File: src/rtl/out_reg_cell_pkg.sv
// Shared definitions for the IO-tile output register cell: turn-off FSM
// state encoding, counter width and the 2:1 select primitive.
package out_reg_cell_pkg;

    typedef enum logic [1:0] {
        IDLE    = 2'b00,
        DRIVE   = 2'b01,
        TURNOFF = 2'b10
    } oe_state_e;

    localparam int CNT_W = 4;

    // Select primitive shared by the data (OSEL) and enable (ESEL) paths.
    function automatic logic mux2(input logic sel, input logic in0, input logic in1);
        return sel ? in1 : in0;
    endfunction

endpackage

File: src/rtl/out_reg_cell_oe_turnoff_fsm.sv
// Output-enable turn-off state machine: keeps the pad driver on with frozen
// data for a programmable number of cycles after the enable request drops.
module oe_turnoff_fsm
    import out_reg_cell_pkg::*;
#(
    parameter int OE_TURNOFF_CYCLES = 1
) (
    input  logic      clk,
    input  logic      rst_n,
    input  logic      oe_req,
    input  logic      esel,
    output oe_state_e state,
    output logic      oe_drive,
    output logic      capture
);

    localparam logic [CNT_W-1:0] TURN_INIT =
        (OE_TURNOFF_CYCLES > 0) ? 4'(OE_TURNOFF_CYCLES - 1) : '0;

    oe_state_e        next_state;
    logic [CNT_W-1:0] cnt;
    logic [CNT_W-1:0] next_cnt;

    always_comb begin
        next_state = state;
        next_cnt   = cnt;
        if (!esel) begin
            next_state = IDLE;
            next_cnt   = '0;
        end else begin
            case (state)
                IDLE: begin
                    if (oe_req) next_state = DRIVE;
                end
                DRIVE: begin
                    if (!oe_req) begin
                        if (OE_TURNOFF_CYCLES == 0) begin
                            next_state = IDLE;
                        end else begin
                            next_state = TURNOFF;
                            next_cnt   = TURN_INIT;
                        end
                    end
                end
                TURNOFF: begin
                    // Reassertion wins over counter expiry.
                    if (oe_req) begin
                        next_state = DRIVE;
                        next_cnt   = '0;
                    end else if (cnt == '0) begin
                        next_state = IDLE;
                    end else begin
                        next_cnt = cnt - 1'b1;
                    end
                end
                default: begin
                    next_state = IDLE;
                    next_cnt   = '0;
                end
            endcase
        end
    end

    always_ff @(posedge clk or negedge rst_n) begin
        if (!rst_n) begin
            state <= IDLE;
            cnt   <= '0;
        end else begin
            state <= next_state;
            cnt   <= next_cnt;
        end
    end

    // Data is frozen on the edge entering TURNOFF, while in it, and on its
    // expiry edge, so the pad never sees new data while the bus turns around.
    assign capture  = (next_state != TURNOFF) &&
                      !((state == TURNOFF) && (next_state == IDLE));
    assign oe_drive = (state != IDLE);

endmodule

File: src/rtl/out_reg_cell.sv
// Fabric-to-pad output register cell: registered or bypassed data plus a
// pad output-enable with optional registered turn-off hold.
module out_reg_cell
    import out_reg_cell_pkg::*;
#(
    parameter int   OE_TURNOFF_CYCLES = 1,
    parameter logic RESET_VALUE       = 1'b0
) (
    input  logic OQC,
    input  logic QRT_N,
    input  logic F2A,
    input  logic OE_REQ,
    input  logic OSEL,
    input  logic ESEL,
    output logic OQZ,
    output logic OE_OUT,
    output logic TURN_BUSY
);

    oe_state_e fsm_state;
    logic      oe_drive;
    logic      capture;
    logic      data_q;

    oe_turnoff_fsm #(
        .OE_TURNOFF_CYCLES(OE_TURNOFF_CYCLES)
    ) u_fsm (
        .clk      (OQC),
        .rst_n    (QRT_N),
        .oe_req   (OE_REQ),
        .esel     (ESEL),
        .state    (fsm_state),
        .oe_drive (oe_drive),
        .capture  (capture)
    );

    always_ff @(posedge OQC or negedge QRT_N) begin
        if (!QRT_N) begin
            data_q <= RESET_VALUE;
        end else if (capture) begin
            data_q <= F2A;
        end
    end

    assign OQZ       = mux2(OSEL, F2A, data_q);
    assign OE_OUT    = mux2(ESEL, OE_REQ, oe_drive);
    assign TURN_BUSY = (fsm_state == TURNOFF);

endmodule

File: config.mk
export PLATFORM = sky130hd
export DESIGN_NAME = out_reg_cell
export DESIGN_NICKNAME = d
export VERILOG_FILES = /design/src/rtl/out_reg_cell_pkg.sv /design/src/rtl/out_reg_cell_oe_turnoff_fsm.sv /design/src/rtl/out_reg_cell.sv
export SDC_FILE = /design/constraint.sdc
export NUM_CORES = 1
export LEC_CHECK = 0
export CAP_MARGIN = 10
export CORE_AREA = 2 2 44 46
export DETAILED_ROUTE_END_ITERATION = 10
export DIE_AREA = 0 0 46 48
export DONT_BUFFER_PORTS = 1
export GPL_TIMING_DRIVEN = 0
export SLEW_MARGIN = 20
export SYNTH_ARGS = -nofsm -noshare
export SYNTH_HDL_FRONTEND = slang
export SYNTH_HIERARCHICAL = 1
export SYNTH_SLANG_ARGS = --single-unit
File: constraint.sdc
create_clock -name OQC -period 1.68 [get_ports OQC]
set_input_delay 0.168 -clock OQC [delete_from_list [all_inputs] [get_ports OQC]]
set_output_delay 0.168 -clock OQC [all_outputs]
set_load 0.1 [all_outputs]
# Word-level counts from Yosys, hierarchy flattened
# Index checks and enable logic that the tools add are counted.
[op_classes] addsub=1 eq_ne=6 n_mux=13 n_reduce_logical=8
[op_table] cell="$mux W4" count=4
[op_table] cell="$pmux W4 S3" count=1
[op_table] cell="$mux W2" count=5
[op_table] cell="$pmux W2 S3" count=1
[op_table] cell="$logic_not A2 Y1" count=2
[op_table] cell="$logic_not A4 Y1" count=1
[op_table] cell="$ne A2 B2 Y1 const B" count=2
[op_table] cell="$ne A4 B4 Y1 const B" count=1
[op_table] cell="$sub A4 B1 Y4 const B" count=1
[op_table] cell="$ne A3 B3 Y1 const B" count=1
[op_table] cell="$reduce_and A3 Y1" count=1
[op_table] cell="$eq A2 B1 Y1 const B" count=1
[op_table] cell="$eq A2 B2 Y1 const B" count=1
[op_table] cell="$logic_and A1 B1 Y1" count=2
[op_table] cell="$mux W1" count=2
[op_table] cell="$reduce_bool A2 Y1" count=1
[op_table] cell="$logic_not A1 Y1" count=1
[word_totals] register_bits=7 inputBits=6 out_inout_bits=3 wordCells=31

# Logic depth before layout (Yosys ltp)
[logic_depth] word_depth=9 mapped_depth=5 ltp_nobuf=5

# Hierarchy
# The synthesis kept the hierarchy.
[modules_own_cells] module="oe_turnoff_fsm" n_inst=1 cells_per_inst=42 area_each_um2=382.9
[modules_own_cells] module="out_reg_cell" n_inst=1 cells_per_inst=5 area_each_um2=72.6

# Worst setup path before layout
# OpenSTA, ideal clock, no wires.
[synth_timing] kind="reg2out" start="register u_fsm.state[0]" end="output TURN_BUSY" arrival_time_ns=1.774 slack_ns=-0.262 path_stages_with_launch=2 n_path_buf=0 path_cell_list="dfrtp_1 -> nor2b_1"
[synth_via] elab_chain_cells=1
[synth_rtl] element="start, declared" line="out_reg_cell_oe_turnoff_fsm.sv:12" source="output oe_state_e state,"
[synth_rtl] element="start signal, assigned" line="out_reg_cell_oe_turnoff_fsm.sv:69" source="state <= next_state;"
[synth_rtl] element="$eq A2 B2 Y1" line="out_reg_cell.sv:47" source="assign TURN_BUSY = (fsm_state == TURNOFF);"
[synth_rtl] element="end, declared" line="out_reg_cell.sv:17" source="output logic TURN_BUSY"
# Every way passes these cells.

# Final worst setup path
[layout_timing] start="register u_fsm.cnt[1]" end="register u_fsm.cnt[0]"
[layout_via] elab_chain_cells=3
[layout_rtl] element="start, declared" line="out_reg_cell_oe_turnoff_fsm.sv:21" source="logic [CNT_W-1:0] cnt;"
[layout_rtl] element="start signal, assigned" line="out_reg_cell_oe_turnoff_fsm.sv:70" source="cnt <= next_cnt;"
[layout_rtl] element="$logic_not A4 Y1" line="out_reg_cell_oe_turnoff_fsm.sv:50" source="end else if (cnt == '0) begin"
[layout_rtl] element="$ne A4 B4 Y1 (no line)"
[layout_rtl] element="$reduce_and A3 Y1 (no line)"
# Every way passes these cells.
# A chain may end at the register's enable or synchronous reset.

==> results.json <==
{
  "syn_area_per_cell_sq_um": 9.690,
  "synth_seq_cells": 7,
  "async_reset_ff_frac": 1.000,
  "synth.area.top_cells": "dfrtp_1 38%, mux2_4 6.6%, ha_1 5.5%, nand2_1 4.1%, a21oi_1 3.3%",
  "synth_area_sq_um": 455.4,
  "slew_headroom": 0.4208,
  "min_from": "F2A",
  "final_cell_area_sq_um": 545.5,
  "final_cell_mix": "7 x dfrtp_1, 5 x nand2_1, 4 x buf_4",
  "clock-root-buffer": "clkbuf_4",
  "drt_iter0_drc": 6,
  "powerDensity_nw_per_um2": 725.3,
  "vias": 373,
  "row_count": 15,
  "io_pins": 9,
  "nFillCells": 179,
  "dr.pass1.iters": 4,
  "coreArea_sq_um": 1689,
  "antenna_cells": 0,
  "yosysWarnings": 6,
  "grt_antenna_before_repair": 0,
  "holdWs_ns": 0.07042,
  "grtUsageTotal": 0.09255,
  "synth_top_cell_by_area": "dfrtp_1",
  "vdd_drop_max_uv": 458.9,
  "min_path_type": "input pin to register",
  "drv_cap": 0,
  "start_util": 0.2696,
  "post-place-cells": 64,
  "cts_buffers": 3,
  "ant_nets": 0,
  "start_kind": "register",
  "whs_path_depth": 1,
  "total_power_w": 0.0003957,
  "numPortBuffers": 0,
  "synth-edff-count": 0,
  "routabilityCongestion": 0.7035,
  "dp_hpwl_microns": 641.4,
  "grt_pass1_wl_microns": 1359,
  "slew_violations": 0,
  "grt_pass1_vias": 317,
  "finalNonFillerCells": 72,
  "p_leak_nw": 0.2302,
  "viasPerCell": 5.181,
  "setup-violations-final": 0,
  "reg2reg_depth": 5,
  "fp.dieH_microns": 48,
  "fmax_mhz": 606.8,
  "wl_microns": 866,
  "drc": 0,
  "critPathArrivalTime_ns": 1.77,
  "critPathKind": "register to register",
  "crit_fanout": 5,
  "cp-end-kind": "register",
  "r2r_start": "u_fsm/cnt[1]$_DFFE_PN0P_",
  "overflow": 0,
  "h-tree-depth": 1,
  "synthCells": 47,
  "yosysUniqueCellTypes": 27,
  "clk_latency_ns": 0.25,
  "synth_top_area_frac": 0.3846,
  "r2r-end": "u_fsm/cnt[0]$_DFFE_PN0P_",
  "cts.sinks": 7,
  "outcome": "finished clean",
  "nNetsFinal": 64,
  "reg2reg_slack_ns": 0.03,
  "final_common_cell": "dfrtp_1",
  "worst_slew_pin_slew_ns": 0.8712,
  "synth_seq_area_share": 0.3846,
  "skew_ns": 0.002447,
  "hold-path-endpoint": "data_q$_DFFE_PN0P_",
  "period_share": 0.9809,
  "ys.flop_type": "dfrtp_1",
  "tritoncts": "yes",
  "fin_crit_ns": 1.648,
  "cts_buffer_depth": 2,
  "die_area_sq_um": 2208,
  "hold_viol": 0,
  "cp.required_ns": 1.80,
  "synth_fp_nets": 55,
  "clkTransAtPathRegs_ns": 0.05,
  "die_w_microns": 46,
  "drive_above_1_share": 0.3091,
  "grt_max_degree": 11,
  "wl_per_cell_microns": 12.03,
  "dpl_cell_area_sq_um": 479.2,
  "syn_to_final_growth_pct": 19.78
}
[cells in the mapped netlist (all sizes together) (2+ instances only)]
cell	count
dfrtp	7
nand2	5
inv	4
a21oi	3
mux2	3
ha	2
nor2b	2
nor4	2
o21ai	2
[layout make-up]
cell class | instances | area (sq um) | share of cell area
buffer | 2 | 11.26 | 0.02064
tap | 17 | 21.27 | 0.03899
inverter | 4 | 15.01 | 0.02752
multi-input combinational | 34 | 264.0 | 0.4839
clock buffer | 4 | 26.28 | 0.04817
timing repair buffer | 4 | 32.53 | 0.05963
sequential | 7 | 175.2 | 0.3211
[state kept, by name, indices dropped and copies added, names as in the netlist]
register / count
data_q: 1
u_fsm/state: 2
u_fsm/cnt: 4
[cells by family after synthesis]
group                    synth area share
AND/OR/NAND/NOR                    0.2308
AO/OA/AOI/OAI                      0.1813
flip-flops                         0.3846
buffers and inverters             0.05768
multiplexers                      0.09066
adder cells (fa/ha/maj)           0.05494
[worst max-delay path by stage]
stage | slack (ns) | start | endpoint
2_1_floorplan | 0.09 | u_fsm/cnt[0]$_DFFE_PN0P_ | u_fsm/cnt[0]$_DFFE_PN0P_
3_3_place_gp | -0.02 | u_fsm/cnt[0]$_DFFE_PN0P_ | u_fsm/cnt[0]$_DFFE_PN0P_
3_5_place_dp | -0.05 | u_fsm/cnt[0]$_DFFE_PN0P_ | u_fsm/cnt[0]$_DFFE_PN0P_
4_1_cts | 0.02 | u_fsm/cnt[1]$_DFFE_PN0P_ | u_fsm/cnt[0]$_DFFE_PN0P_
5_1_grt | -0.01 | u_fsm/cnt[1]$_DFFE_PN0P_ | u_fsm/cnt[0]$_DFFE_PN0P_
6_report | 0.03 | u_fsm/cnt[1]$_DFFE_PN0P_ | u_fsm/cnt[0]$_DFFE_PN0P_
[layer usage]
metal	vias to the layer above	GRT usage	share of wire
met4	0	0.08571	0.012
met3	2	0.02264	0.039
met5	-	0	0
met2	9	0.1111	0.47
li1	187	-	-
met1	175	0.1310	0.48
[per-stage QoR]
| stage | worst slack [ns] | util | TNS (ns) |
|---|---|---|---|
| final | 0.03212 | 0.3230 | 0 |
| after floorplan | 0.08794 | - | 0 |
| after CTS | 0.02124 | 0.3126 | 0 |
| after global placement | -0.02415 | 0.2837 | -0.02415 |
| after detailed placement | -0.05127 | 0.2837 | -0.05127 |
| after global routing | -0.01183 | 0.3230 | -0.01183 |
[critical path, stage by stage, from the launching register on]
cell and delay, ns:
dfrtp_1 0.40, inv_2 0.07, ha_2 0.16, or3b_4 0.40
and4_4 0.19, o31a_1 0.29
[power by group]
group	internal (W)	switching, W	leakage (nW)
Combinational	0.0000181	0.0000528	0.121
Clock	0.0000903	0.0000571	0.0150
Sequential	0.000173	0.00000465	0.0942
[what timing repair did]
| action | CTS | global route |
|---|---|---|
| endpoints found under the hold margin | 7 | 0 |
| cloned | 0 | 0 |
| gates resized for setup | 2 | 2 |
| setup buffers | 1 | 2 |
| endpoints found under the setup margin | 2 | 1 |
| hold buffers | 1 | 0 |
No activity file was read; power rests on OpenSTA's default activity.
